[config.mk]
export PLATFORM = sky130hd
export DESIGN_NAME = pong_engine
export DESIGN_NICKNAME = d
export VERILOG_FILES = /design/src/rtl/pong_pkg.sv /design/src/rtl/pong_paddle.sv /design/src/rtl/pong_engine.sv
export SDC_FILE = /design/constraint.sdc
export NUM_CORES = 1
export LEC_CHECK = 0
export BUFFER_PORTS_ARGS = -buffer_cell sky130_fd_sc_hd__buf_4
export CAP_MARGIN = 15
export CORE_UTILIZATION = 50
export CTS_BUF_LIST = sky130_fd_sc_hd__clkbuf_4
export DETAILED_ROUTE_END_ITERATION = 10
export MAX_ROUTING_LAYER = met4
export PLACE_DENSITY_LB_ADDON = 0.08
export SLEW_MARGIN = 20
export SYNTH_ARGS = -nofsm -noshare
export SYNTH_HDL_FRONTEND = slang
export SYNTH_SLANG_ARGS = --single-unit
[constraint.sdc]
create_clock -name clk -period 9.4 [get_ports clk]
set_clock_uncertainty 0.15 [all_clocks]
set_input_delay 0.94 -clock clk [delete_from_list [all_inputs] [get_ports clk]]
set_output_delay 0.94 -clock clk [all_outputs]
set_load 0.05 [all_outputs]
[src/rtl/pong_pkg.sv]
// Shared encodings and geometry helpers for the Pong game engine.
package pong_pkg;

   typedef enum logic [2:0] {
      ST_IDLE     = 3'd0,
      ST_SERVE    = 3'd1,
      ST_PLAY     = 3'd2,
      ST_POINT    = 3'd3,
      ST_GAMEOVER = 3'd4
   } game_state_t;

   localparam logic [1:0] WIN_NONE = 2'b00;
   localparam logic [1:0] WIN_P1   = 2'b01;
   localparam logic [1:0] WIN_P2   = 2'b10;

   // Top-left coordinate that centres an object of `size` inside `extent`.
   function automatic int centre_pos(input int extent, input int size);
      return (extent - size) / 2;
   endfunction

endpackage

[src/rtl/pong_paddle.sv]
// One paddle: steps up/down on tick while enabled, clamped to the playfield.
module pong_paddle
   import pong_pkg::*;
#(
   parameter int COORD_W     = 10,
   parameter int SCREEN_H    = 480,
   parameter int PADDLE_H    = 64,
   parameter int PADDLE_STEP = 4
) (
   input  logic               clk,
   input  logic               reset,
   input  logic               tick,
   input  logic               en,
   input  logic               up,
   input  logic               down,
   output logic [COORD_W-1:0] y
);

   localparam int Y_MAX = SCREEN_H - PADDLE_H;
   localparam int Y_RST = centre_pos(SCREEN_H, PADDLE_H);
   localparam logic signed [COORD_W:0] STEP_S = (COORD_W+1)'(PADDLE_STEP);
   localparam logic signed [COORD_W:0] ZERO_S = '0;
   localparam logic signed [COORD_W:0] MAX_S  = (COORD_W+1)'(Y_MAX);

   logic signed [COORD_W:0] y_s;
   logic signed [COORD_W:0] y_next;

   function automatic logic [COORD_W-1:0] clamp_y(input logic signed [COORD_W:0] v);
      if (v < ZERO_S)
         return '0;
      else if (v > MAX_S)
         return MAX_S[COORD_W-1:0];
      else
         return v[COORD_W-1:0];
   endfunction

   assign y_s = $signed({1'b0, y});

   always_comb begin
      y_next = y_s;
      if (up && !down)
         y_next = y_s - STEP_S;
      else if (down && !up)
         y_next = y_s + STEP_S;
   end

   always_ff @(posedge clk) begin
      if (reset)
         y <= COORD_W'(Y_RST);
      else if (tick && en)
         y <= clamp_y(y_next);
   end

endmodule

[src/rtl/pong_engine.sv]
// Pong game-state engine: ball, paddles, scores and serve/point/game-over sequencing.
// Define PONG_AI_EN to let the engine drive player 2 instead of p2_up/p2_down.
module pong_engine
   import pong_pkg::*;
#(
   parameter int COORD_W     = 10,
   parameter int SCREEN_W    = 640,
   parameter int SCREEN_H    = 480,
   parameter int BALL_SIZE   = 8,
   parameter int PADDLE_W    = 8,
   parameter int PADDLE_H    = 64,
   parameter int P1_X        = 16,
   parameter int P2_X        = 616,
   parameter int BALL_SPEED  = 2,
   parameter int PADDLE_STEP = 4,
   parameter int SCORE_W     = 4,
   parameter int WIN_SCORE   = 9,
   parameter int SERVE_DELAY = 60
) (
   input  logic               clk,
   input  logic               reset,
   input  logic               tick,
   input  logic               start,
   input  logic               p1_up,
   input  logic               p1_down,
   input  logic               p2_up,
   input  logic               p2_down,
   output logic [COORD_W-1:0] ballx,
   output logic [COORD_W-1:0] bally,
   output logic [COORD_W-1:0] p1_y,
   output logic [COORD_W-1:0] p2_y,
   output logic [SCORE_W-1:0] score1,
   output logic [SCORE_W-1:0] score2,
   output logic [2:0]         game_state,
   output logic               point_pulse,
   output logic [1:0]         winner
);

   typedef logic signed [COORD_W:0] scoord_t;

   localparam int CNT_W = $clog2(SERVE_DELAY + 1);
   localparam int BALL_X0 = centre_pos(SCREEN_W, BALL_SIZE);
   localparam int BALL_Y0 = centre_pos(SCREEN_H, BALL_SIZE);

   localparam scoord_t ZERO_S  = '0;
   localparam scoord_t SPEED_S = scoord_t'(BALL_SPEED);
   localparam scoord_t BSZ_S   = scoord_t'(BALL_SIZE);
   localparam scoord_t PH_S    = scoord_t'(PADDLE_H);
   localparam scoord_t L_EDGE  = scoord_t'(P1_X + PADDLE_W);
   localparam scoord_t R_EDGE  = scoord_t'(P2_X - BALL_SIZE);
   localparam scoord_t X_LIM   = scoord_t'(SCREEN_W - BALL_SIZE);
   localparam scoord_t Y_LIM   = scoord_t'(SCREEN_H - BALL_SIZE);

   game_state_t        state, state_n;
   logic [COORD_W-1:0] ballx_n, bally_n;
   logic               dx, dy, dx_n, dy_n;
   logic [SCORE_W-1:0] score1_n, score2_n;
   logic [1:0]         winner_n;
   logic               pulse_n;
   logic [CNT_W-1:0]   cnt, cnt_n;

   scoord_t bx, by, nx, ny, p1s, p2s;
   logic    ov1, ov2;
   logic    paddle_en;
   logic    p2_up_eff, p2_down_eff;

   function automatic logic [SCORE_W-1:0] sat_inc(input logic [SCORE_W-1:0] v);
      return (&v) ? v : v + 1'b1;
   endfunction

   assign bx  = $signed({1'b0, ballx});
   assign by  = $signed({1'b0, bally});
   assign p1s = $signed({1'b0, p1_y});
   assign p2s = $signed({1'b0, p2_y});
   assign nx  = dx ? bx + SPEED_S : bx - SPEED_S;
   assign ny  = dy ? by + SPEED_S : by - SPEED_S;
   // Vertical overlap uses the paddle positions from before this tick.
   assign ov1 = (by + BSZ_S > p1s) && (by < p1s + PH_S);
   assign ov2 = (by + BSZ_S > p2s) && (by < p2s + PH_S);

   assign game_state = state;
   assign paddle_en  = (state != ST_GAMEOVER);

`ifdef PONG_AI_EN
   localparam scoord_t STEP_S = scoord_t'(PADDLE_STEP);
   scoord_t ball_mid, pad_mid;
   logic    unused_p2_btn;
   assign ball_mid      = by + scoord_t'(BALL_SIZE / 2);
   assign pad_mid       = p2s + scoord_t'(PADDLE_H / 2);
   assign p2_up_eff     = ball_mid < pad_mid - STEP_S;
   assign p2_down_eff   = ball_mid > pad_mid + STEP_S;
   assign unused_p2_btn = p2_up ^ p2_down;
`else
   assign p2_up_eff   = p2_up;
   assign p2_down_eff = p2_down;
`endif

   pong_paddle #(
      .COORD_W(COORD_W), .SCREEN_H(SCREEN_H), .PADDLE_H(PADDLE_H), .PADDLE_STEP(PADDLE_STEP)
   ) u_paddle1 (
      .clk(clk), .reset(reset), .tick(tick), .en(paddle_en),
      .up(p1_up), .down(p1_down), .y(p1_y)
   );

   pong_paddle #(
      .COORD_W(COORD_W), .SCREEN_H(SCREEN_H), .PADDLE_H(PADDLE_H), .PADDLE_STEP(PADDLE_STEP)
   ) u_paddle2 (
      .clk(clk), .reset(reset), .tick(tick), .en(paddle_en),
      .up(p2_up_eff), .down(p2_down_eff), .y(p2_y)
   );

   always_comb begin
      state_n  = state;
      ballx_n  = ballx;
      bally_n  = bally;
      dx_n     = dx;
      dy_n     = dy;
      score1_n = score1;
      score2_n = score2;
      winner_n = winner;
      cnt_n    = cnt;
      pulse_n  = 1'b0;
      case (state)
         ST_IDLE: begin
            if (tick) begin
               ballx_n = COORD_W'(BALL_X0);
               bally_n = COORD_W'(BALL_Y0);
            end
            if (start)
               state_n = ST_SERVE;
         end
         ST_SERVE: begin
            if (tick) begin
               ballx_n = COORD_W'(BALL_X0);
               bally_n = COORD_W'(BALL_Y0);
               cnt_n   = '0;
               state_n = ST_PLAY;
            end
         end
         ST_PLAY: begin
            if (tick) begin
               if (ny <= ZERO_S) begin
                  bally_n = '0;
                  dy_n    = 1'b1;
               end else if (ny >= Y_LIM) begin
                  bally_n = Y_LIM[COORD_W-1:0];
                  dy_n    = 1'b0;
               end else begin
                  bally_n = ny[COORD_W-1:0];
               end
               // Paddle hits win over misses; on a miss the ball x stays put.
               if (!dx && bx >= L_EDGE && nx <= L_EDGE && ov1) begin
                  ballx_n = L_EDGE[COORD_W-1:0];
                  dx_n    = 1'b1;
               end else if (dx && bx <= R_EDGE && nx >= R_EDGE && ov2) begin
                  ballx_n = R_EDGE[COORD_W-1:0];
                  dx_n    = 1'b0;
               end else if (nx <= ZERO_S) begin
                  score2_n = sat_inc(score2);
                  dx_n     = 1'b0;
                  pulse_n  = 1'b1;
                  state_n  = ST_POINT;
               end else if (nx >= X_LIM) begin
                  score1_n = sat_inc(score1);
                  dx_n     = 1'b1;
                  pulse_n  = 1'b1;
                  state_n  = ST_POINT;
               end else begin
                  ballx_n = nx[COORD_W-1:0];
               end
            end
         end
         ST_POINT: begin
            if (tick) begin
               cnt_n = cnt + 1'b1;
               if (score1 == SCORE_W'(WIN_SCORE)) begin
                  winner_n = WIN_P1;
                  state_n  = ST_GAMEOVER;
               end else if (score2 == SCORE_W'(WIN_SCORE)) begin
                  winner_n = WIN_P2;
                  state_n  = ST_GAMEOVER;
               end else if (cnt == CNT_W'(SERVE_DELAY - 1)) begin
                  state_n = ST_SERVE;
               end
            end
         end
         ST_GAMEOVER: begin
            if (start) begin
               score1_n = '0;
               score2_n = '0;
               winner_n = WIN_NONE;
               state_n  = ST_SERVE;
            end
         end
         default: state_n = ST_IDLE;
      endcase
   end

   always_ff @(posedge clk) begin
      if (reset) begin
         state       <= ST_IDLE;
         ballx       <= COORD_W'(BALL_X0);
         bally       <= COORD_W'(BALL_Y0);
         dx          <= 1'b1;
         dy          <= 1'b1;
         score1      <= '0;
         score2      <= '0;
         winner      <= WIN_NONE;
         point_pulse <= 1'b0;
         cnt         <= '0;
      end else begin
         state       <= state_n;
         ballx       <= ballx_n;
         bally       <= bally_n;
         dx          <= dx_n;
         dy          <= dy_n;
         score1      <= score1_n;
         score2      <= score2_n;
         winner      <= winner_n;
         point_pulse <= pulse_n;
         cnt         <= cnt_n;
      end
   end

endmodule

==> impl_metrics.toml <==
[hold_path]
hp-class = "reg2reg"
min_from = "cnt[1]"

[sta]
hold_viol = 0
clock.fmax_mhz = 236
finalSetupTns_ns = 0
period_minus_slack_ns = 4.24
finalMaxSlewViolations = 0
fin_crit_sh_pct = 45.1
worstMarginPinSlew_ns = 0.835
holdWs_ns = 0.334
setup_viol = 0
relSlewSlack_pct = 43.5
rsz0062_at_grt = "false"

[clock_tree]
clk_latency_ns = 0.41
cts_tree = "done"
cts.sinks = 56
hold_buffers = 0
cts-root-buf = "clkbuf_4"
clkTransAtPathRegs_ns = 0.19
h-tree-depth = 2
numCtsBuffers = 5
post_cts_resized = 0
cts_buffer_depth = 2
post_cts_buffers = 0

[place]
dp_cells = 806
placed_cell_area_um2 = 5550
dp_hpwl_um = 10200
portBuffers = 55
place_congestion = 0.905

[logic_synthesis]
synth-seq-cells = 56
synth_edf_count = 0
synth_top_area_share_pct = 22.1
synth.largest_area_cell = "dfxtp_1"
syn_inst = 635
yosys_most_used_dff = "dfxtp_1"
async_flop_share_pct = 0
syn_avg_cell_area_um2 = 7.98
ys_types = 79
mappedNetlistArea_um2 = 5070
yosys_warnings = 0
yosysSeqAreaShare_pct = 22.1
synth_area_leaders = "dfxtp_1 (22%), ha_1 (15%), xnor2_1 (4.5%), a21oi_1 (4.4%), nor2_1 (4.1%)"

[floorplanning]
dieArea_um2 = 10500
die_w_um = 103
io_pins = 62
rows = 36
start_util_pct = 51.6
core_um2 = 9820
die_y_um = 103

[worst_setup_path]
worst_path_max_delay_cell = "a2111oi_4"
worstPathCellList = "inv_1 > fa_1 > nand2b_1 > a21o_1 > a311oi_2 > o31a_1 > nand4b_1 > a2111oi_4 > nand4bb_1 > and2_1 > mux2_1"
cpPeakStageDelay_ns = 0.59
worstPathMaxFanout = 9
worst-setup-path-type = "reg2reg"
crit_path_end_kind = "flip-flop"
r2r_start = "ballx[1]"
cp.required_ns = 9.56
arrival_ns = 4.40
crit_path_start_kind = "flip-flop"
worstSetupStartpoint = "ballx[1]"
r2r_setup_slack_ns = 5.16

[layout]
layout_commonest_cell = "ha_1"
layout_common_cells = "ha_1 (61), nor2_1 (56), dfxtp_1 (56), buf_4 (56), a21oi_1 (45)"
fin_nets = 751
fillCellCount = 949
seq_area_um2 = 1120
multi_input_area_um2 = 3690
final_cells = 814
final_area_um2 = 5620
drive_gt1_share_pct = 12.2
syn2layout_area_growth_pct = 11.0
antenna_cells = 0

[route]
routed_wl_um = 13400
drtPass1Iterations = 5
drt-wirelength-per-cell_um = 16.4
vias = 4912
drc = 0
routed_via_density = 6.03
ant_nets = 0
drtIter0Drc = 239

[global_routing]
grt_pass1_wl_um = 22000
grt_max_degree = 34
antenna_found_initial = 0
grt-ovfl-total = 0
grt_pass1_vias = 4463
track_usage_pct = 27.3

[pwr]
ir_drop_mv = 0.0678
power_density_nw_per_um2 = 87.4
power.total_uw = 491
p_leak_nw = 2.35

[run]
cap_violations = 0

[run_status]
status = "completed"
-- through the flow --
step,utilization (%),setup WS (ns)
after floorplan,-,5.31
after global placement,56.5,5.43
after detailed placement,56.5,5.22
after CTS,57.2,5.16
after global routing,57.3,4.83
final,57.3,5.16
-- area by class of cell --
type | instances | area share (%)
timing repair buffer | 56 | 7.47
multi-input combinational | 519 | 65.7
inverter | 42 | 2.80
tap | 133 | 2.96
clock buffer | 5 | 0.667
sequential | 56 | 19.9
clock inverter | 3 | 0.512
-- worst max-delay path, delay by kind of cell (launching register included) --
kind                       cells  cell delay, ns
AOI/OAI and AO/OA              4            1.47
adders and majority gates      1            0.49
buffers and inverters          1            0.13
DFF                            1            0.48
muxes                          1            0.36
and+or+nand+nor                4            1.05
-- state kept, by name, indices dropped and copies added, names as in the netlist --
name,flops
ballx,9
bally,9
cnt,6
dx,1
dy,1
game_state,3
point_pulse,1
score1,4
score2,4
u_paddle1.y,8
u_paddle2.y,8
winner,2
-- synth_stat cells, types with 5 or more instances --
cell type / n
and3_1: 9
mux2i_1: 5
or4_1: 6
or3_1: 9
xnor2_1: 26
dfxtp_1: 56
nor2_1: 56
nand2_1: 39
clkbuf_1: 14
inv_1: 42
a21oi_1: 45
nand4_1: 10
buf_4: 7
o221ai_1: 6
ha_1: 61
a21o_1: 9
nand3_1: 31
o31ai_1: 5
nand2b_1: 6
a22oi_1: 7
a211oi_1: 5
o211ai_1: 6
nor3_1: 16
a31oi_1: 9
nor2b_1: 13
xor2_1: 9
o21ai_0: 31
-- routing by layer --
metal / GRT usage, % / part of all wire [%] / routed length, µm
met2: 42.7 / 46 / 6220
met4: 7.91 / 1.9 / 251
met3: 4.27 / 4.7 / 625
met5: - / 0 / 0
met1: 36.2 / 47 / 6280
-- cells by family (layout without fill, tap and decap cells) --
| logic type | after synthesis | after routing | share of synthesized area, % |
|---|---|---|---|
| AO/OA/AOI/OAI | 173 | 173 | 24.0 |
| XOR/XNOR | 36 | 36 | 6.59 |
| adder cells (fa/ha/maj) | 63 | 63 | 15.8 |
| buffers and inverters | 65 | 106 | 5.50 |
| flip-flops | 56 | 56 | 22.1 |
| multiplexers | 9 | 9 | 1.88 |
| other | 1 | 6 | 0.0740 |
| AND/OR/NAND/NOR | 232 | 232 | 24.0 |
-- power by group --
| group | internal [mW] | switching [mW] | leakage [nW] |
|---|---|---|---|
| sequential | 0.242 | 0.0103 | 0.454 |
| clock | 0.0333 | 0.0926 | 0.0381 |
| combinational | 0.0390 | 0.0737 | 1.85 |
| total | 0.315 | 0.177 | 2.35 |
-- path summary, 6_finish.rpt --
path	endpoint	cells past startpoint
min reg2reg	cnt[1]	2
max reg2reg	ballx[9]	11
max	ballx[9]	11
min	cnt[1]	2
No activity file was read; power rests on OpenSTA's default activity.
